**src/rtl/mem_pkg.sv**
```systemverilog
// Shared packet-memory definitions: slot geometry, reader FSM states and
// the BRAM address composer used by both the write and read sides.
`ifndef BUS_WIDTH
`define BUS_WIDTH 32
`endif

package mem_pkg;

  localparam int SLOT_ID_W  = 4;
  localparam int SLOT_OFF_W = 6;
  localparam int ADDR_MAX_W = 64;

  typedef logic [1:0] rd_state_t;

  localparam rd_state_t IDLE  = 2'd0;
  localparam rd_state_t READ  = 2'd1;
  localparam rd_state_t DRAIN = 2'd2;

  // Word address of (slot, offset): {pad, id, offset}
  function automatic logic [ADDR_MAX_W-1:0] slot_addr(
    input logic [ADDR_MAX_W-1:0] id,
    input logic [ADDR_MAX_W-1:0] off,
    input int                    off_w
  );
    return (id << off_w) | off;
  endfunction

endpackage

```
**src/rtl/pkt_rd_fifo.sv**
```systemverilog
// Small synchronous FIFO holding read words (data, keep, last) between the
// BRAM return path and the streaming output.
module pkt_rd_fifo #(
  parameter  int WIDTH = 8,
  parameter  int DEPTH = 3,
  localparam int CNT_W = $clog2(DEPTH + 1),
  localparam int PTR_W = (DEPTH > 1) ? $clog2(DEPTH) : 1
) (
  input  logic             CLK,
  input  logic             reset,
  input  logic             push,
  input  logic [WIDTH-1:0] din,
  input  logic             pop,
  output logic [WIDTH-1:0] dout,
  output logic             empty,
  output logic [CNT_W-1:0] count
);

  logic [WIDTH-1:0] mem [DEPTH];
  logic [PTR_W-1:0] wr_ptr, rd_ptr;
  logic             do_pop, full;

  assign empty  = (count == '0);
  assign full   = (count == CNT_W'(DEPTH));
  assign do_pop = pop && !empty;
  assign dout   = mem[rd_ptr];

  // Depth need not be a power of two, so pointers wrap explicitly
  function automatic logic [PTR_W-1:0] nxt(input logic [PTR_W-1:0] p);
    return (p == PTR_W'(DEPTH - 1)) ? '0 : p + PTR_W'(1);
  endfunction

  always_ff @(posedge CLK) begin
    if (push) mem[wr_ptr] <= din;
  end

  always_ff @(posedge CLK or posedge reset) begin
    if (reset) begin
      wr_ptr <= '0;
      rd_ptr <= '0;
      count  <= '0;
    end else begin
      if (push)   wr_ptr <= nxt(wr_ptr);
      if (do_pop) rd_ptr <= nxt(rd_ptr);
      case ({push, do_pop})
        2'b10:   count <= count + CNT_W'(1);
        2'b01:   count <= count - CNT_W'(1);
        default: ;
      endcase
    end
  end

  a_no_overflow: assert property (@(posedge CLK) disable iff (reset)
    !(push && full && !do_pop));

endmodule

```
**src/rtl/mem_pkt_reader.sv**
```systemverilog
// Read-side engine for the packet BRAM: fetches a slot's words over port B
// and streams them out with keep/last, then reports the slot as done.
module mem_pkt_reader
  import mem_pkg::*;
#(
  parameter int DATA_W     = `BUS_WIDTH,
  parameter int KEEP_W     = DATA_W / 8,
  parameter int ID_W       = SLOT_ID_W,
  parameter int OFF_W      = SLOT_OFF_W,
  parameter int ADDR_W     = 32,
  parameter int RD_LATENCY = 1
) (
  input  logic              CLK,
  input  logic              reset,
  input  logic              req_valid,
  output logic              req_ready,
  input  logic [ID_W-1:0]   req_id,
  input  logic [OFF_W:0]    req_len,
  input  logic [KEEP_W-1:0] req_last_keep,
  output logic              mem_enb,
  output logic [ADDR_W-1:0] mem_r_addr,
  input  logic [DATA_W-1:0] mem_data_o,
  output logic              out_valid,
  input  logic              out_ready,
  output logic [DATA_W-1:0] out_data,
  output logic [KEEP_W-1:0] out_keep,
  output logic              out_last,
  output logic              done,
  output logic [ID_W-1:0]   done_id
);

  localparam int DEPTH  = RD_LATENCY + 2;
  localparam int CNT_W  = $clog2(DEPTH + 1);
  localparam int FIFO_W = DATA_W + KEEP_W + 1;
  localparam logic [OFF_W:0] MAX_LEN = {1'b1, {OFF_W{1'b0}}};
  localparam logic [OFF_W:0] ONE     = {{OFF_W{1'b0}}, 1'b1};

  rd_state_t             state;
  logic [ID_W-1:0]       id_q;
  logic [OFF_W:0]        len_q, issued, beat;
  logic [KEEP_W-1:0]     keep_q;
  logic [RD_LATENCY-1:0] vld_pipe;
  logic [CNT_W-1:0]      fifo_cnt, inflight;
  logic                  fifo_empty, push, pop, push_last, drain_ok;
  logic [FIFO_W-1:0]     fifo_din, fifo_dout;

  assign req_ready = (state == IDLE) && !reset;

  always_comb begin
    inflight = '0;
    for (int i = 0; i < RD_LATENCY; i++) inflight = inflight + CNT_W'(vld_pipe[i]);
  end

  // Credit check: words in the FIFO plus words in flight never exceed DEPTH
  assign mem_enb = (state == READ) && (issued < len_q) &&
                   ((CNT_W+1)'(fifo_cnt) + (CNT_W+1)'(inflight) < (CNT_W+1)'(DEPTH));
  assign mem_r_addr = ADDR_W'(slot_addr(ADDR_MAX_W'(id_q), ADDR_MAX_W'(issued[OFF_W-1:0]), OFF_W));

  // Keep/last are decided as words enter the FIFO, so the head is self-contained
  assign push      = vld_pipe[RD_LATENCY-1];
  assign push_last = (beat == len_q - ONE);
  assign fifo_din  = {mem_data_o, push_last ? keep_q : {KEEP_W{1'b1}}, push_last};

  assign out_valid = !fifo_empty;
  assign pop       = out_valid && out_ready;
  assign {out_data, out_keep, out_last} = out_valid ? fifo_dout : '0;

  assign drain_ok = (len_q == '0) ? (fifo_empty && (vld_pipe == '0)) : (pop && out_last);

  always_ff @(posedge CLK or posedge reset) begin
    if (reset) begin
      state    <= IDLE;
      id_q     <= '0;
      len_q    <= '0;
      keep_q   <= '0;
      issued   <= '0;
      beat     <= '0;
      vld_pipe <= '0;
      done     <= 1'b0;
      done_id  <= '0;
    end else begin
      done        <= 1'b0;
      vld_pipe[0] <= mem_enb;
      for (int i = 1; i < RD_LATENCY; i++) vld_pipe[i] <= vld_pipe[i-1];
      if (push) beat <= beat + ONE;
      case (state)
        IDLE: if (req_valid) begin
          id_q   <= req_id;
          len_q  <= (req_len > MAX_LEN) ? MAX_LEN : req_len;
          keep_q <= req_last_keep;
          issued <= '0;
          beat   <= '0;
          state  <= (req_len == '0) ? DRAIN : READ;
        end
        READ: if (mem_enb) begin
          issued <= issued + ONE;
          if (issued + ONE == len_q) state <= DRAIN;
        end
        DRAIN: if (drain_ok) begin
          state   <= IDLE;
          done    <= 1'b1;
          done_id <= id_q;
        end
        default: state <= IDLE;
      endcase
    end
  end

  pkt_rd_fifo #(
    .WIDTH (FIFO_W),
    .DEPTH (DEPTH)
  ) u_fifo (
    .CLK   (CLK),
    .reset (reset),
    .push  (push),
    .din   (fifo_din),
    .pop   (pop),
    .dout  (fifo_dout),
    .empty (fifo_empty),
    .count (fifo_cnt)
  );

endmodule
```
**config.mk**
```make
export PLATFORM = sky130hd
export DESIGN_NAME = mem_pkt_reader
export DESIGN_NICKNAME = d
export VERILOG_FILES = /design/src/rtl/mem_pkg.sv /design/src/rtl/pkt_rd_fifo.sv /design/src/rtl/mem_pkt_reader.sv
export SDC_FILE = /design/constraint.sdc
export NUM_CORES = 1
export LEC_CHECK = 0
export CAP_MARGIN = 20
export CORE_AREA = 2 2 128 130
export CTS_CLUSTER_SIZE = 28
export DETAILED_ROUTE_END_ITERATION = 6
export DIE_AREA = 0 0 130 132
export PLACE_DENSITY = 0.77
export SLEW_MARGIN = 5
export SYNTH_ARGS = -nofsm -noshare
export SYNTH_HDL_FRONTEND = slang
export SYNTH_SLANG_ARGS = --single-unit
```
**constraint.sdc**
```tcl
create_clock -name CLK -period 12.1 [get_ports CLK]
set_input_delay 1.815 -clock CLK [delete_from_list [all_inputs] [get_ports CLK]]
set_output_delay 1.815 -clock CLK [all_outputs]
set_load 0.05 [all_outputs]
```
# After elaboration in Yosys (flattened, before gate mapping)
# Memories as Yosys holds them, arrays and structs flattened.
# Cells that the tools add are included.
[classes]
magnitude_cmp = 3
addsub = 8
n_eq_ne = 12
bitwise = 2
n_reduce_logical = 19
n_mux = 23
[ops]
columns = ["op", "n"]
rows = [
  ["two-way mux 7 bit", 6],
  ["two-way mux 37 bit", 1],
  ["adder 7 x 1 -> 7 bit, second input constant", 2],
  ["equality test 7 bit", 2],
  ["zero test 7 bit", 2],
  ["two-way mux 2 bit", 7],
  ["one-hot mux 7 bit (2 select lines)", 1],
  ["OR 10 x 6 -> 10 bit", 1],
  ["equality test 2 bit, second input constant", 4],
  ["greater-than comparator 7 bit, second input constant", 1],
  ["logical AND 1 bit", 7],
  ["< comparator 7 bit", 1],
  ["subtractor 7 x 1 -> 7 bit, second input constant", 1],
  ["adder 2 x 1 -> 2 bit, second input constant", 3],
  ["inequality test 2 bit, second input constant", 3],
  ["one-hot mux 2 bit (3 select lines)", 1],
  ["two-way mux 1 bit", 5],
  ["equality test 2 x 1 -> 1 bit, second input constant", 2],
  ["zero test 2 bit", 2],
  ["two-way mux 4 bit", 1],
  ["one-hot mux 2 bit (2 select lines)", 1],
  ["AND reduction 2 bit", 2],
  ["AND reduction 4 bit", 1],
  ["nonzero test 2 bit", 2],
  ["7 further kinds", 8],
]
[word_totals]
reg_bits = 43
mem_count = 1
word_cells = 80
ramBits = 111
[memory_table]
columns = ["name", "depth", "word_bits", "read_ports", "rd_clocked_by_memory_dff", "wr", "line", "source"]
rows = [
  ["u_fifo.mem", 3, 37, 1, 0, 1, "pkt_rd_fifo.sv:19", "logic [WIDTH-1:0] mem [DEPTH];"],
]

# Depth between registers and ports, before layout
[logic_depth]
word_depth = 7
ltp_mapped = 10
depth_no_buf = 8

# Cells and area by module
# Synthesis repeated with hierarchy kept, for this count alone.
[hier_totals]
cells_unflattened = 568
hier_area_um2 = 7045.5
[by_module_without_submodules]
columns = ["mod", "n_inst", "area_each_um2", "cells_per_inst", "seq_area_each_um2"]
rows = [
  ["pkt_rd_fifo", 1, 4400.5, 263, 3483.3],
  ["mem_pkt_reader", 1, 2645.0, 305, 925.9],
]

# Least setup slack after synthesis
# Ideal clock, no wire load.
[synth_timing]
kind = "input to output"
start = "input reset"
end = "output req_ready"
path_slack_ps = 7425
n_path_buf = 0
stages = 1
arrival_ps = 2860
cell_sequence = "nor3_1"
[synth_via]
elab_chain_cells = 2
[synth_rtl]
columns = ["element", "line", "source"]
rows = [
  ["from (decl)", "mem_pkt_reader.sv:14", "input logic reset,"],
  ["zero test 1 bit (no line)", "-", ""],
  ["logical AND 1 bit", "mem_pkt_reader.sv:47", "assign req_ready = (state == IDLE) && !reset;"],
  ["to (decl)", "mem_pkt_reader.sv:16", "output logic req_ready,"],
]
# No other way between the ends.

# Final worst setup path
[layout_timing]
start = "register u_fifo.count[0]"
end = "output mem_enb"
[layout_via]
elab_chain_cells = 3
[layout_rtl]
columns = ["element", "line", "source"]
rows = [
  ["from (decl)", "pkt_rd_fifo.sv:16", "output logic [CNT_W-1:0] count"],
  ["from (signal assigned)", "pkt_rd_fifo.sv:46", "2'b10: count <= count + CNT_W'(1);"],
  ["from (signal assigned)", "pkt_rd_fifo.sv:47", "2'b01: count <= count - CNT_W'(1);"],
  ["adder 2 x 1 -> 3 bit", "mem_pkt_reader.sv:56", "((CNT_W+1)'(fifo_cnt) + (CNT_W+1)'(inflight) < (CNT_W+1)'(DEPTH));"],
  ["< comparator 3 x 2 -> 1 bit", "mem_pkt_reader.sv:56", ""],
  ["logical AND 1 bit", "mem_pkt_reader.sv:55", "assign mem_enb = (state == READ) && (issued < len_q) &&"],
  ["to (decl)", "mem_pkt_reader.sv:20", "output logic mem_enb,"],
]
# No other way between the ends.

==> summary.txt <==
Outcome
  • Outcome: finished clean

Setup path
  • Endpoint class of the critical path: primary output
  • Sequence of cells on the critical path: ha_1 -> ha_1 -> a22oi_1 -> o2111ai_1 -> or2_0 -> inv_2 -> clkdlybuf4s50_1
  • Most frequent cell on the critical path: ha_1
  • Maximum fanout along the worst path: 10
  • Longest individual stage delay on the worst path: 820 ps
  • Crit Path Class: reg -> out
  • Bufs and invs on worst path: 2
  • Crit Reg-Reg Endpoint: state[1]$_DFFE_PP0P_
  • Arrival time of data at the critical path endpoint: between 3000 and 4000 ps
  • Top Family by Delay on Critical Path: buffers and inverters
  • Startpoint kind of the worst setup timing path: flop
  • Required time reported for the critical path endpoint: around 10000 ps
  • Cell with the biggest individual delay on the critical path: clkdlybuf4s50_1
  • Beginning of the worst register-to-register path: u_fifo.count[0]$_DFFE_PP0P_
  • Levels on crit path: 7
  • Setup slack, reg-to-reg: between 9000 and 10000 ps
  • Cell depth of the worst flop-to-flop path: 7

Yosys
  • Warnings from Yosys: 0
  • Sequential-to-total area share from yosys stat: between 60% and 70%
  • Number of synthesized flops with an enable pin: between 100 and 150
  • Most used standard cells in the synthesized netlist: 111 x edfxtp_1, 87 x nor2_1, 43 x a21oi_1, 43 x dfrtp_1, 38 x mux2i_1
  • Cell accounting for the most synthesized area: edfxtp_1
  • Most used DFF post-synth: edfxtp_1
  • Fraction of post-synthesis cell area in the top cell type by area: approximately 48%
  • Flop and latch count out of synthesis: between 150 and 200
  • Gate Count Post-Synth: 570
  • Average footprint of a synthesized cell: 12.3 sq um
  • Most frequently used cell type in the post-synthesis netlist: edfxtp_1
  • Fraction of registers with async set/reset: between 20 and 30%
  • Synth top area cells: edfxtp_1 48%, dfrtp_1 15%, mux2i_1 5.4%
  • Unique cell type count in the Yosys netlist: between 50 and 60
  • Post-Synthesis Cell Area: approximately 0.0070 sq mm

Floorplanning
  • Initial core utilization: 44.5%
  • Full die area: around 0.017 sq mm
  • Count of standard-cell rows: 46
  • Num ports: 128
  • Height of the die: approximately 130 microns
  • Die X-Extent: 130 microns
  • Area inside the core boundary: 0.0157 sq mm

STA
  • Worst relative slew slack: 33.7%
  • Final setup violation count: 0
  • Achievable frequency: between 0.15 and 0.2 GHz
  • Worst Hold Slack: between 400 and 500 ps
  • Setup repair after global routing missed its margin: false
  • Worst clock skew: approximately 11 ps
  • Final worst-path cycle share: roughly two fifths
  • Setup ws final: 7060 ps
  • Max-slew violation total from the final report: 0
  • Setup TNS: 0 ps
  • Clock period minus worst slack: slightly above 5000 ps
  • Slew of the pin with the lowest slew margin: around 1000 ps
  • Number of endpoints with negative hold slack in the final report: 0

Global routing
  • Wire length of the first global-routing pass: between 20 and 25 mm
  • Maximum number of pins on one net before global-route repair: 63
  • Number of antenna violations at the first check in global routing: 0
  • GR Overflow Total: 0
  • Via count of the first global-routing pass: between 4000 and 5000
  • Total routing resource utilization after global routing: between 10% and 20%

Clock tree
  • CTS clk-pin slew, worst paths: approximately 60 ps
  • Insertion delay to the later sink of the worst-skew pair: around 420 ps
  • Number of gates resized after cts: 0
  • Root Buffer Master: clkbuf_16
  • Number of buffers added to fix hold violations after cts: 0
  • # clock sinks: 154
  • Number of levels the H-tree was split into: 4
  • TritonCTS clock tree: done
  • Largest buffer count on any clock path: 2
  • Clock buffers created by TritonCTS: 17
  • Setup Buffers After CTS: 0

Drt
  • Post-route DRC violation count: 0
  • Routed wire per std cell: roughly 16 microns
  • Final antenna-violating net count: 0
  • Number of vias after detailed routing: around 4600
  • Overall routed net length: approximately 14 mm
  • Number of DRC markers after the initial detailed-route iteration: 269
  • First-pass detailed-route iteration total: 4
  • Detailed-route vias per instance: a little over 5

Layout
  • Fillers: about 1300
  • Diode insertion count for antenna repair: 0
  • Synthesis-to-layout area growth: 24.2%
  • Post-layout net count: between 700 and 800
  • Area of all placed cells without fillers: 0.00868 sq mm
  • Share of cells above drive strength 1: under 10%

Power
  • Total power of the final layout: between 2000 and 3000 uW
  • Leak: 0.00335 uW
  • P per Cell Area: between 300 and 400 mW/mm^2
  • Worst supply voltage drop on vdd: between 200 and 250 uV

Placement
  • Port bufs: 105
  • Placer congestion estimate: roughly 0.89
  • Dpl cell area: 0.00813 sq mm
  • Setup WS pre-CTS: 7100 ps
  • Post-DP HPWL: about 9.4 mm

Min path
  • Hold Crit Depth: 2
  • Worst Hold Class: reg -> reg
  • Hold endpoint: keep_q[1]$_DFFE_PP0P_
  • Critical hold path startpoint: keep_q[1]$_DFFE_PP0P_

Run
  • Number of maximum-capacitance constraint violations: 0
==> per-stage QoR <==
stage / instances / utilization [%]
after detailed placement: 863 / 51.8
after CTS: 895 / 55.3
after global routing: 895 / 55.3
after global placement: 863 / 51.8
final: 895 / 55.3
after floorplan: 591 / -
==> where the power goes <==
group          leakage, uW  switching [uW]  internal [uW]
registers          0.00152             122            753
clock network     0.000257             209            283
logic              0.00157             884            452
total              0.00335            1220           1490
==> worst max path at each step <==
stage | slack, ps | from | endpoint
6_report | 7060 | u_fifo.count[0]$_DFFE_PP0P_ | mem_enb
5_1_grt | 6900 | u_fifo.count[0]$_DFFE_PP0P_ | mem_enb
4_1_cts | 7020 | u_fifo.count[0]$_DFFE_PP0P_ | mem_enb
3_5_place_dp | 7100 | reset | req_ready
3_3_place_gp | 7070 | reset | req_ready
2_1_floorplan | 7430 | reset | req_ready
==> worst reg2reg max path: stages, from the launching register on <==
cell	delay, ps
dfrtp_1	460
ha_1	240
ha_1	270
a22oi_1	150
o2111ai_1	210
or2_0	470
o41ai_1	600
and3_1	230
==> cells in the final DEF (no fill, tap or decap), types with 8 or more instances in the layout <==
cell type        count
inv_1               13
xor2_1              14
o21ai_0             15
edfxtp_1           111
dfrtp_1             41
nand2b_1             8
nand2_1             37
conb_1              22
nor2_1              85
xnor2_1             10
clkdlybuf4s50_1    105
a21oi_1             43
nand3_1              8
clkbuf_16           17
ha_1                14
nand3b_1             8
mux2i_1             38
==> cell families (layout without fill, tap and decap cells) <==
kind of cell,Yosys count,after routing,synth area share (%)
and+or+nand+nor,181,181,12.0
DFF,154,154,63.0
AOI/OAI and AO/OA,82,82,7.12
buffers and inverters,71,159,5.71
muxes,42,42,6.30
xor gates and xnor gates,25,25,3.24
adders and majority gates,14,14,2.50
other,1,22,0.0536
==> area by class of cell <==
type | count | area [sq um] | area share (%)
Clock buffer | 18 | 429 | 4.94
Clock inverter | 14 | 123 | 1.41
Inverter | 15 | 56.3 | 0.648
Multi-Input combinational cell | 366 | 2290 | 26.4
Sequential cell | 154 | 4410 | 50.8
Tap cell | 216 | 270 | 3.11
Timing Repair Buffer | 112 | 1100 | 12.7
==> flip-flops by register name, indices dropped and copies added (netlist names) <==
register       flops
u_fifo.rd_ptr      2
done_id            4
u_fifo.count       2
u_fifo.mem       111
done               1
issued             7
len_q              7
beat               7
push               1
state              2
u_fifo.wr_ptr      2
keep_q             4
id_q               4
==> metal layers <==
metal	share of wire [%]	up-vias	GRT usage, %
met1	42	2224	21.4
met3	6.0	18	4.22
met5	0	-	0
met2	51	146	29.5
li1	-	2166	-
met4	1.3	0	5.79
Note: power is estimated with default switching activity, not from simulation.
==> variant 1 (same settings) <==
Change the package constant `SLOT_OFF_W` from 6 to 12.
--- a/src/rtl/mem_pkg.sv
+++ b/src/rtl/mem_pkg.sv
@@ -9,3 +9,3 @@
   localparam int SLOT_ID_W  = 4;
-  localparam int SLOT_OFF_W = 6;
+  localparam int SLOT_OFF_W = 12;
   localparam int ADDR_MAX_W = 64;
Interface: changed (resized req_len); port bits go from 128 to 134. No check against the original RTL was run, so the function may have changed too.
==> variant 1 against the original RTL <==
  * Clock power is 14% higher
  * Sequential share of layout area down 3.2 points
  * Power rose by 13%
  * Clock skew decreased by 0.0017 ns
  * Sequential cell count rose by 18
  * Synthesized area increased by 20%
  * Critical path depth increased by 1
  * Routed wire length rose by 27%
  * Worst setup slack worse by 0.39 ns
  * Cell area rose by 18%
  * Hold slack improved by 0.0026 ns
  * Highest routed layer unchanged
==> variant 1: results <==
[critical_path]
cp_data_arrival_time_ns = 3.62
cp_max_fo = 11
cp_top_family = "buffers and inverters"

[power_and_ir_drop]
power_leakage_nw = 4.02
p_int_mw = 1.66
peakVddDrop_mv = 0.164

[placement]
io_buffers = 117
dp_hpwl_um = 12400
routabilityCongestion = 0.869

[clock_network]
cts-root-buf = "clkbuf_16"
clockBufferDepth = 2
cts_buffers = 17
ctsResizeCount = 0
h-tree-depth = 4
post_cts_buffers = 0

[layout]
largest_reg_flops = 111
regMostFlops = "u_fifo.mem"
drive_gt1_share_pct = 7.03
n_fill_cell = 1225
final_nets = 917
n_antenna_cell = 0

[logic_synthesis]
synth_edf_count = 111
ys_warn_count = 0
synth_cell_types = 62
yosysSeqAreaShare_pct = 57.9
async_flop_share_pct = 35.5
synth_commonest_cells = "edfxtp_1 (111), nor2_1 (104), dfrtp_1 (61)"
synthTopCellsByArea = "edfxtp_1 (40%), dfrtp_1 (18%), mux2i_1 (5.0%), nor2_1 (4.7%), ha_1 (2.8%)"

[sta]
worst_pin_slew_ns = 1.04
finalClockSkew_ns = 0.00905

[global_routing]
grt_pass1_wl_um = 29000
grt_max_degree = 73
grt_pass1_vias = 5783
grt_usage_pct = 21.6

[routing]
drt_iter0_markers = 341
wl_per_cell_um = 16.9
vias = 5889
first_pass_iters = 5

[hold_path]
hold_path.class = "flip-flop to flip-flop"

[status]
status = "finished, final reports clean"
-- variant 1: cell count changes after synthesis, sizes merged, moves of 7 or more --
cell,unedited run,this run
o21ai,16,37
nand2,37,60
buf,38,45
dfrtp,43,61
xnor2,11,20
nor2,87,105
xor2,14,23
inv,15,25
-- variant 1: metal layers --
layer | track usage [%] | wire, um | up-vias
met2 | 36.9 | 9280 | 203
met1 | 27.8 | 7610 | 2845
met5 | 0 | 0 | -
met4 | 7.47 | 266 | 0
met3 | 3.57 | 968 | 25
li1 | - | - | 2816
-- variant 1: tightest hold or removal path: stages, from the launching register on --
cell and delay (ns):
dfrtp_1 0.34, nand2_1 0.05, nand2_1 0.06
-- variant 1: metrics by stage --
stage / instances / worst slack, ns / instance area, sq um / total power [mW]
floorplan: 765 / 7.43 / 8450 / 2.07
global placement: 1037 / 7.07 / 9580 / 2.44
detailed placement: 1038 / 7.06 / 9610 / 2.50
CTS: 1070 / 6.67 / 10200 / 3.06
global route: 1070 / 6.38 / 10200 / 3.22
finish: 1070 / 6.67 / 10200 / 3.05
-- variant 1: area by class of cell --
class,count,area (sq um),share of cell area (%)
flip-flops and latches,172,4860,47.6
repair buffers,126,1260,12.3
inverters,25,93.8,0.918
clock inverters,15,188,1.84
well taps,216,270,2.64
multi-input cells,499,3120,30.5
clock buffers,17,425,4.16
-- variant 1: power by group through the flow --
stage | Combinational (mW) | Clock [mW] | Sequential (mW)
after floorplan | 1.14 | 0 | 0.930
after global placement | 1.45 | 0 | 0.994
after detailed placement | 1.49 | 0 | 1.01
after CTS | 1.50 | 0.569 | 0.997
after global routing | 1.60 | 0.594 | 1.02
final | 1.49 | 0.560 | 0.999
-- variant 1: cells by family (layout without fill, tap and decap cells) --
family	count (synthesis)	in the layout	share of synthesized area, %
fa+ha+maj	20	20	2.95
simple gates	244	244	13.6
compound gates	128	128	9.36
other cells	1	16	0.0447
buf+inv	94	183	5.81
xor+xnor	43	43	4.49
mux	48	48	5.81
flops	172	172	57.9
-- variant 1: path summary, 6_finish.rpt --
| kind | end | cells past startpoint | slack (ns) | from |
|---|---|---|---|---|
| hold / removal | keep_q[0] | 2 | 0.47 | keep_q[0] |
| max in group asynchronous | u_fifo.rd_ptr[0] | 3 | 9.59 | reset |
| setup / recovery | mem_enb | 8 | 6.67 | len_q[2] |
| min in group asynchronous | issued[7] | 3 | 1.95 | reset |
| setup reg to reg | done_id[2] | 8 | 9.19 | len_q[0] |
| hold reg to reg | keep_q[0] | 2 | 0.47 | keep_q[0] |
==> variant 2 (same settings) <==
Without the edit above. Make the reset (`reset`) synchronous in 2 clocked blocks.
--- a/src/rtl/pkt_rd_fifo.sv
+++ b/src/rtl/pkt_rd_fifo.sv
@@ -36,3 +36,3 @@
 
-  always_ff @(posedge CLK or posedge reset) begin
+  always_ff @(posedge CLK) begin
     if (reset) begin
--- a/src/rtl/mem_pkt_reader.sv
+++ b/src/rtl/mem_pkt_reader.sv
@@ -69,3 +69,3 @@
 
-  always_ff @(posedge CLK or posedge reset) begin
+  always_ff @(posedge CLK) begin
     if (reset) begin
Formal check against the unedited RTL: differs if reset is asserted again (counterexample within 4 cycles, from zero or initial values and one cycle with reset high); with reset held inactive, the same outputs for 10 cycles.
==> variant 2 against the original RTL <==
  * Cell area shrank 0.14%
  * Via count increased by 3.0%
  * Cell count rose by 3.9%
  * Synthesized area is 1.3% lower
  * Worst setup slack worse by 0.22 ns
  * Sequential cell count up 2
  * Routed wire length increased by 2.8%
  * Global-route usage increased by 0.13 points
  * Maximum frequency decreased by 4.2%
  * Critical path depth is 3 lower
Power is not compared: it rests on default switching activity, and its combinational part moved more than twofold at a synthesized area within 25%.
==> variant 2: results <==
[placement]
place_ws_ns = 6.84
dp_hpwl_um = 9640
routabilityCongestion = 0.908
io_buffers = 105
dp.cells = 898

[power_and_ir_drop]
p_int_uw = 975
pwr-share-clk_pct = 41.1
peakVddDrop_mv = 0.136

[logic_synthesis]
synthTopCellsByArea = "edfxtp_1 (48%), dfxtp_1 (13%), mux2i_1 (6.1%), nor2_1 (5.6%), a21oi_1 (4.9%)"
synth_cell_types = 50
synthXorXnorAreaFrac_pct = 2.92
avgSynthCellArea_sq_um = 11.4
synth_compound_area_share_pct = 8.14
async_flop_share_pct = 0
synth-adder-area-share_pct = 2.54
yosysSeqAreaShare_pct = 61.3
synth_commonest_cells = "edfxtp_1 (111), nor2_1 (103), a21oi_1 (67)"
muxShareOfSynthArea_pct = 6.09

[routing]
wl_per_cell_um = 15.8
vias = 4689
drt_iter0_markers = 265
wirelength_um = 14700

[critical_path]
endpoint = "req_ready"
rr_worst_depth = 7
r2r-start = "push"
critical_path.max_stage_delay_ns = 0.83
cp_max_fo = 34
rr_endpoint = "issued[5]"
cp_data_arrival_time_ns = 3.45
cp_top_family = "buffers and inverters"
startpoint = "reset"
r2r_slack_ns = 9.63

[global_routing]
grt-ovfl-total = 0
grt_pass1_wl_um = 23200
grt_usage_pct = 17.4
grt_max_degree = 75
grt_pass1_vias = 4675

[layout]
regMostFlops = "u_fifo.mem"
n_fill_cell = 1304
drive_gt1_share_pct = 6.72
final_nets = 766
largest_reg_flops = 111

[sta]
slew_headroom_pct = 50.8
finalClockSkew_ns = 0.00992
fmax_mhz = 190
whs_ns = 0.463

[clock_network]
cts-root-buf = "clkbuf_16"
h-tree-depth = 4
ctsResizeCount = 0
post_cts_buffers = 0
cts.reportedPaths.clkPinSlew_ns = 0.06

[hold_path]
hold_end = "keep_q[3]"
hp-start = "keep_q[3]"

[status]
status = "finished, final reports clean"
[variant 2: cell count changes after synthesis, moves of 7 or more]
cell	unedited run	this run
dfxtp_1	0	45
dfrtp_1	43	0
a21oi_1	43	67
nor2_1	87	103
o21ai_0	15	3
nand2_1	37	47
xor2_1	14	7
[variant 2: through the flow]
stage | utilization (%) | cell area [sq um] | total power [mW]
floorplan | - | 6980 | 0.734
global placement | 51.1 | 8030 | 0.789
detailed placement | 51.3 | 8060 | 0.793
CTS | 55.2 | 8670 | 1.34
global route | 55.2 | 8670 | 1.37
finish | 55.2 | 8670 | 1.33
[variant 2: cell type report]
type,count,area [sq um],share of cell area [%]
Clock inverter,15,184,2.12
Clock buffer,17,425,4.91
Tap cell,216,270,3.12
Sequential cell,156,4240,48.9
Inverter,18,72.6,0.837
Multi-Input combinational cell,396,2360,27.2
Timing Repair Buffer,112,1120,13.0
[variant 2: routing by layer]
layer  part of all wire, %  GRT usage [%]
met1                    43           21.5
met2                    50           29.4
met3                   4.9           4.22
met4                   2.0           6.63
met5                     0              0
